--- src/rtl/alu_pkg.sv ---
// Shared definitions for the ALU-side datapath blocks.
// Holds the multiply/divide opcode bit encodings, the muldiv_unit state enum
// and the iteration count used by the iterative multiply/divide unit.
package alu_pkg;

  // Number of iterations per multiply/divide operation (one per operand bit).
  localparam int unsigned ITER = 32;
  localparam int unsigned CNT_W = $clog2(ITER);

  // OpCode bit0 selects the operation; bit1 is unused by muldiv_unit.
  localparam logic OP_MUL = 1'b0;
  localparam logic OP_DIV = 1'b1;

  typedef enum logic [1:0] {
    StIdle,
    StCalc,
    StFix,
    StDone
  } md_state_e;

endpackage

--- src/rtl/muldiv_step.sv ---
// One combinational iteration of the shift-add multiply or restoring divide.
// Both walk the operand bits MSB-first, selected by i_bit_idx.
// Ports:
//   i_is_div   1 = restoring divide step, 0 = shift-add multiply step
//   i_mag_a    operand A magnitude (multiplicand / dividend)
//   i_mag_b    operand B magnitude (multiplier / divisor)
//   i_bit_idx  bit of the scanned operand used by this iteration
//   i_acc      accumulator in; for divide {remainder, quotient}
//   o_acc      accumulator after this iteration
module muldiv_step
  import alu_pkg::*;
(
  input  logic             i_is_div,
  input  logic [31:0]      i_mag_a,
  input  logic [31:0]      i_mag_b,
  input  logic [CNT_W-1:0] i_bit_idx,
  input  logic [63:0]      i_acc,
  output logic [63:0]      o_acc
);

  logic        w_a_bit;
  logic        w_b_bit;
  logic [32:0] w_trial;
  logic [32:0] w_diff;

  always_comb begin
    w_a_bit = i_mag_a[i_bit_idx];
    w_b_bit = i_mag_b[i_bit_idx];
    // Partial remainder shifted left with the next dividend bit brought in.
    w_trial = {i_acc[63:32], w_a_bit};
    w_diff  = w_trial - {1'b0, i_mag_b};
    o_acc   = i_acc;
    if (i_is_div) begin
      // No borrow means trial >= divisor: keep the difference, quotient bit 1.
      // The restored value is always < 2^32, so dropping bit 32 is safe.
      if (!w_diff[32]) begin
        o_acc = {w_diff[31:0], i_acc[30:0], 1'b1};
      end else begin
        o_acc = {w_trial[31:0], i_acc[30:0], 1'b0};
      end
    end else begin
      o_acc = {i_acc[62:0], 1'b0} + (w_b_bit ? {32'd0, i_mag_a} : 64'd0);
    end
  end

endmodule

--- src/rtl/muldiv_unit.sv ---
// Iterative 32-bit multiply/divide unit with valid/ready handshakes.
// Multiply: 64-bit product on {result_hi, result_lo}.
// Divide:   quotient on result_lo, remainder on result_hi.
// Ports:
//   clk, rst_n          clock, asynchronous active-low reset
//   in_valid/in_ready   request handshake; operands sampled only at accept
//   A, B                operands (dividend / divisor for divide)
//   S_or_U              1 = signed two's complement, 0 = unsigned
//   OpCode              bit0: 0 = multiply, 1 = divide; bit1 ignored
//   out_valid/out_ready result handshake; results held while stalled
//   result_hi/result_lo 64-bit result
module muldiv_unit
  import alu_pkg::*;
(
  input  logic        clk,
  input  logic        rst_n,
  input  logic        in_valid,
  output logic        in_ready,
  input  logic [31:0] A,
  input  logic [31:0] B,
  input  logic        S_or_U,
  input  logic [1:0]  OpCode,
  output logic        out_valid,
  input  logic        out_ready,
  output logic [31:0] result_hi,
  output logic [31:0] result_lo
);

  md_state_e        r_state;
  md_state_e        w_state_d;
  logic [CNT_W-1:0] r_cnt;
  logic             r_is_div;
  logic             r_signed;
  logic             r_sign_a;
  logic             r_sign_b;
  logic [31:0]      r_a_orig;
  logic [31:0]      r_mag_a;
  logic [31:0]      r_mag_b;
  logic [63:0]      r_acc;
  logic [31:0]      r_res_hi;
  logic [31:0]      r_res_lo;
  logic             r_out_valid;

  logic             w_accept;
  logic             w_out_fire;
  logic [63:0]      w_step_acc;
  logic             w_neg;
  logic [63:0]      w_prod;
  logic [31:0]      w_quot;
  logic [31:0]      w_rem;
  logic [31:0]      w_fix_hi;
  logic [31:0]      w_fix_lo;

  assign in_ready   = (r_state == StIdle);
  assign out_valid  = r_out_valid;
  assign result_hi  = r_res_hi;
  assign result_lo  = r_res_lo;
  assign w_accept   = in_valid && in_ready;
  assign w_out_fire = r_out_valid && out_ready;

  muldiv_step u_step (
    .i_is_div  (r_is_div),
    .i_mag_a   (r_mag_a),
    .i_mag_b   (r_mag_b),
    .i_bit_idx (r_cnt),
    .i_acc     (r_acc),
    .o_acc     (w_step_acc)
  );

  // Next-state logic.
  always_comb begin
    w_state_d = r_state;
    unique case (r_state)
      StIdle: if (w_accept) w_state_d = StCalc;
      StCalc: if (r_cnt == '0) w_state_d = StFix;
      StFix:  w_state_d = StDone;
      StDone: if (w_out_fire) w_state_d = StIdle;
      default: w_state_d = StIdle;
    endcase
  end

  // Sign correction and divide-by-zero override applied in FIX.
  always_comb begin
    w_neg    = r_signed && (r_sign_a ^ r_sign_b);
    w_prod   = w_neg ? (64'd0 - r_acc) : r_acc;
    w_quot   = w_neg ? (32'd0 - r_acc[31:0]) : r_acc[31:0];
    w_rem    = (r_signed && r_sign_a) ? (32'd0 - r_acc[63:32]) : r_acc[63:32];
    w_fix_hi = w_prod[63:32];
    w_fix_lo = w_prod[31:0];
    if (r_is_div) begin
      if (r_mag_b == 32'd0) begin
        w_fix_hi = r_a_orig;
        w_fix_lo = 32'hFFFF_FFFF;
      end else begin
        w_fix_hi = w_rem;
        w_fix_lo = w_quot;
      end
    end
  end

  always_ff @(posedge clk or negedge rst_n) begin
    if (!rst_n) begin
      r_state <= StIdle;
    end else begin
      r_state <= w_state_d;
    end
  end

  always_ff @(posedge clk or negedge rst_n) begin
    if (!rst_n) begin
      r_cnt       <= '0;
      r_is_div    <= 1'b0;
      r_signed    <= 1'b0;
      r_sign_a    <= 1'b0;
      r_sign_b    <= 1'b0;
      r_a_orig    <= '0;
      r_mag_a     <= '0;
      r_mag_b     <= '0;
      r_acc       <= '0;
      r_res_hi    <= '0;
      r_res_lo    <= '0;
      r_out_valid <= 1'b0;
    end else begin
      // Valid is raised one cycle into DONE so it comes straight from a flop.
      r_out_valid <= (r_state == StDone) && !w_out_fire;
      unique case (r_state)
        StIdle: begin
          if (w_accept) begin
            r_cnt    <= CNT_W'(ITER - 1);
            r_is_div <= (OpCode[0] == OP_DIV);
            r_signed <= S_or_U;
            r_sign_a <= A[31];
            r_sign_b <= B[31];
            r_a_orig <= A;
            r_mag_a  <= (S_or_U && A[31]) ? (32'd0 - A) : A;
            r_mag_b  <= (S_or_U && B[31]) ? (32'd0 - B) : B;
            r_acc    <= '0;
          end
        end
        StCalc: begin
          r_acc <= w_step_acc;
          if (r_cnt != '0) begin
            r_cnt <= r_cnt - 1'b1;
          end
        end
        StFix: begin
          r_res_hi <= w_fix_hi;
          r_res_lo <= w_fix_lo;
        end
        StDone: ;
        default: ;
      endcase
    end
  end

endmodule
--- config.mk ---
export PLATFORM = sky130hd
export DESIGN_NAME = muldiv_unit
export DESIGN_NICKNAME = d
export VERILOG_FILES = /design/src/rtl/alu_pkg.sv /design/src/rtl/muldiv_step.sv /design/src/rtl/muldiv_unit.sv
export SDC_FILE = /design/constraint.sdc
export NUM_CORES = 1
export LEC_CHECK = 0
export ABC_AREA = 1
export ABC_CLOCK_PERIOD_IN_PS = 4000
export CORE_AREA = 4 4 290 348
export CTS_BUF_LIST = sky130_fd_sc_hd__clkbuf_4
export DETAILED_ROUTE_END_ITERATION = 10
export DIE_AREA = 0 0 294 352
export PLACE_DENSITY_LB_ADDON = 0.2
export SLEW_MARGIN = 15
export SYNTH_ARGS = -nofsm -noshare
export SYNTH_HDL_FRONTEND = slang
export SYNTH_SLANG_ARGS = --single-unit
--- constraint.sdc ---
create_clock -name clk -period 4 [get_ports clk]
set_clock_uncertainty 0.05 [all_clocks]
set_input_delay 0.6 -clock clk [delete_from_list [all_inputs] [get_ports clk]]
set_output_delay 0.6 -clock clk [all_outputs]
set_load 0.03 [all_outputs]
==> metrics.txt <==
status=finished, final reports clean; number of enable flip-flop cells after synthesis=0; first-pass GRT wire length=161 mm; Clk Latency, worst-skew pair=860 ps; HP Class=input port to async pin; Syn Std Cell Area=22300 sq um; vias in the first global route=24868; Tcrit/Tclk final=97.8%; # rows=125; Root Driver=clkbuf_4; Worst Reg2Reg Path Length in Cells=26; Main synth FF type=dfrtp_1; I/O pin count=137; top cells by count, synth=nand2_1, inv_1, nor2_1; pwr/cell area=984 nW/um^2; Cell variety after synth=58; Slew Limit Fails=0; Std-Cell Core Area=97100 sq um; H-tree depth=3; clock slew at reported path FFs=60 ps; die width=294 um; DRC=0; Reg2Reg Setup Slack=90 ps; dominant cells by area after synthesis=dfrtp_1, nand2_1, inv_1; Tot GR Track Use=20.7%; share of layout cells above drive strength 1=13.4%; most frequent cell after synthesis=nand2_1; synthesis warning total=0; port bufs=135; dpl ws=-158 ps; ANT nets after route=0; Achievable Freq=0.256 GHz; Post-Syn Area per Cell=5.95 sq um; Final GP Congestion=0.996; max cap viols=0; Crit. Startpoint=r_cnt[0]$_DFFE_PN0P_; via/cell ratio=4.72; Seq cells post-synth=234; Sink Count=234; WL per Instance=20.4 um; setup TNS=0 ps; DIE AREA=103000 sq um; minimum clock period=3910 ps; Final #Nets=4213; Layout area overhead=24.9%; Worst VDD drop=0.352 mV; setup ws final=88.5 ps; Inserted Clock Buffers=77; DRT iter0 DRCs=1826; CP Max Fanout=25; Static Leak=14.2 nW; element type at the critical path end=flip-flop; worst-case clock buffer depth=3; initial core utilization=22.9%; largest net degree at the start of global routing=90; WS Path Type=flip-flop to flip-flop; sequential element share of the synthesized area=26.3%; Synth async-reset ratio=100%; unrepaired setup endpoints after global routing=yes; FF-to-FF End=r_acc[54]$_DFFE_PN0P_; Critical Path RT=4680 ps; Synth area leader=dfrtp_1; Worst R2R Start=r_cnt[0]$_DFFE_PN0P_; Filler Cell Count=11058; Synthesized Nets=3891; die height=352 um; routed wire length=110 mm; Post-DP HPWL=89.3 mm; first drt pass iteration count=5; Fin. Hold Viols=0; gr ovfl total=0; Setup crit start kind=flip-flop; CTS tree=yes; Slew HR=35.5%; crit path DAT=4590 ps; initial antenna violation count=2; Synth top area share=26.3%; vias=25401; Final setup viols=0; gate count of the mapped netlist=3744; Slew @ Worst Pin=967 ps
==> final cells by class <==
cell class              instances  area [sq um]  share of cell area [%]
inverters                     595          2230                    8.03
diodes                          2          5.00                  0.0180
clock inverters                18          76.3                   0.274
repair buffers                379          3310                    11.9
clock buffers                 110           826                    2.97
flip-flops and latches        234          5860                    21.1
multi-input cells            2779         13900                    50.1
well taps                    1270          1590                    5.71
==> critical path, stage by stage, from the launching register on <==
cell      delay [ps]
dfrtp_1          420
buf_12           180
a21oi_1          130
o21ai_0          120
nand3_1          100
nand3_1           90
nand4_1          250
nand2_4          150
buf_12           180
buf_4            130
nor2_1           190
ha_1             330
nand2_2          140
inv_1             50
nand2_1           60
nand2_1           70
inv_1             60
nand2_1           70
nand2_1           60
nand3b_1         250
buf_4            230
nand2_1           60
nand3_1           70
nand2_1          100
nand2_1           70
nand3_1          100
nand2_1           50
==> power breakdown <==
| group | leakage (nW) | switching [mW] | total, mW | internal, mW |
|---|---|---|---|---|
| Sequential | 2.83 | 1.19 | 4.70 | 3.50 |
| Combinational | 10.8 | 13.2 | 20.2 | 7.04 |
| Clock | 0.552 | 1.22 | 2.47 | 1.25 |
| Total | 14.2 | 15.6 | 27.4 | 11.8 |
==> metrics by stage <==
stage	std cells	total power [mW]	cell area, sq um	utilization, %	hold slack [ps]
after global routing	5387	29.7	27800	28.6	217
final	5387	27.4	27800	28.6	236
after CTS	5371	26.9	27300	28.1	180
after global placement	5242	24.2	26400	27.2	425
after floorplan	3744	16.0	22300	-	254
after detailed placement	5242	24.2	26400	27.2	429
==> logic make-up (layout without fill, tap and decap cells) <==
group | count (synthesis) | count (layout) | share of synthesized area (%)
buf+inv | 731 | 1102 | 12.9
xor+xnor | 90 | 90 | 3.54
compound gates | 464 | 464 | 11.6
flops | 234 | 234 | 26.3
simple gates | 2149 | 2149 | 41.3
fa+ha+maj | 76 | 76 | 4.34
other cells | 0 | 2 | 0
==> how the worst max path moves through the flow <==
stage                       endpoint  cells past startpoint
2_1_floorplan  r_acc[31]$_DFFE_PN0P_                     23
5_1_grt        r_acc[54]$_DFFE_PN0P_                     24
6_report       r_acc[54]$_DFFE_PN0P_                     26
4_1_cts        r_acc[17]$_DFFE_PN0P_                     21
3_5_place_dp   r_acc[21]$_DFFE_PN0P_                     22
3_3_place_gp   r_acc[21]$_DFFE_PN0P_                     23
==> routing by layer <==
layer | vias up | global-route usage (%) | routed length [um]
li1 | 12588 | - | -
met1 | 11954 | 22.8 | 42200
met2 | 676 | 38.9 | 57400
met3 | 183 | 2.57 | 4340
met4 | 0 | 10.2 | 6090
met5 | - | 0 | 0
==> timing repair <==
item	4_1_cts	5_1_grt
gates cloned	0	0
setup endpoints to repair	28	50
endpoints found under the hold margin	44	0
resized for setup	3	96
setup buffers	0	14
pin swaps	0	17
hold buffers	1	0
==> sequential cells by signal, indices dropped and copies added, names as in the netlist <==
register   flops
result_hi     32
r_state        2
r_sign_a       1
r_is_div       1
r_acc         64
r_cnt          5
out_valid      1
r_mag_b       32
r_sign_b       1
result_lo     32
r_a_orig      31
r_signed       1
r_mag_a       31
==> cells in the final DEF (no fill, tap or decap), types with 35 or more instances in the layout <==
| master | instances |
|---|---|
| dfrtp_1 | 233 |
| ha_1 | 66 |
| clkbuf_4 | 110 |
| buf_4 | 231 |
| nand2_1 | 1136 |
| clkdlybuf4s50_1 | 134 |
| nor2_2 | 40 |
| nand2_2 | 35 |
| inv_1 | 565 |
| a21oi_1 | 149 |
| o21ai_0 | 186 |
| nand4_1 | 56 |
| xor2_1 | 79 |
| nand3_1 | 380 |
| nor2_1 | 371 |
Note: power is estimated with default switching activity, not from simulation.
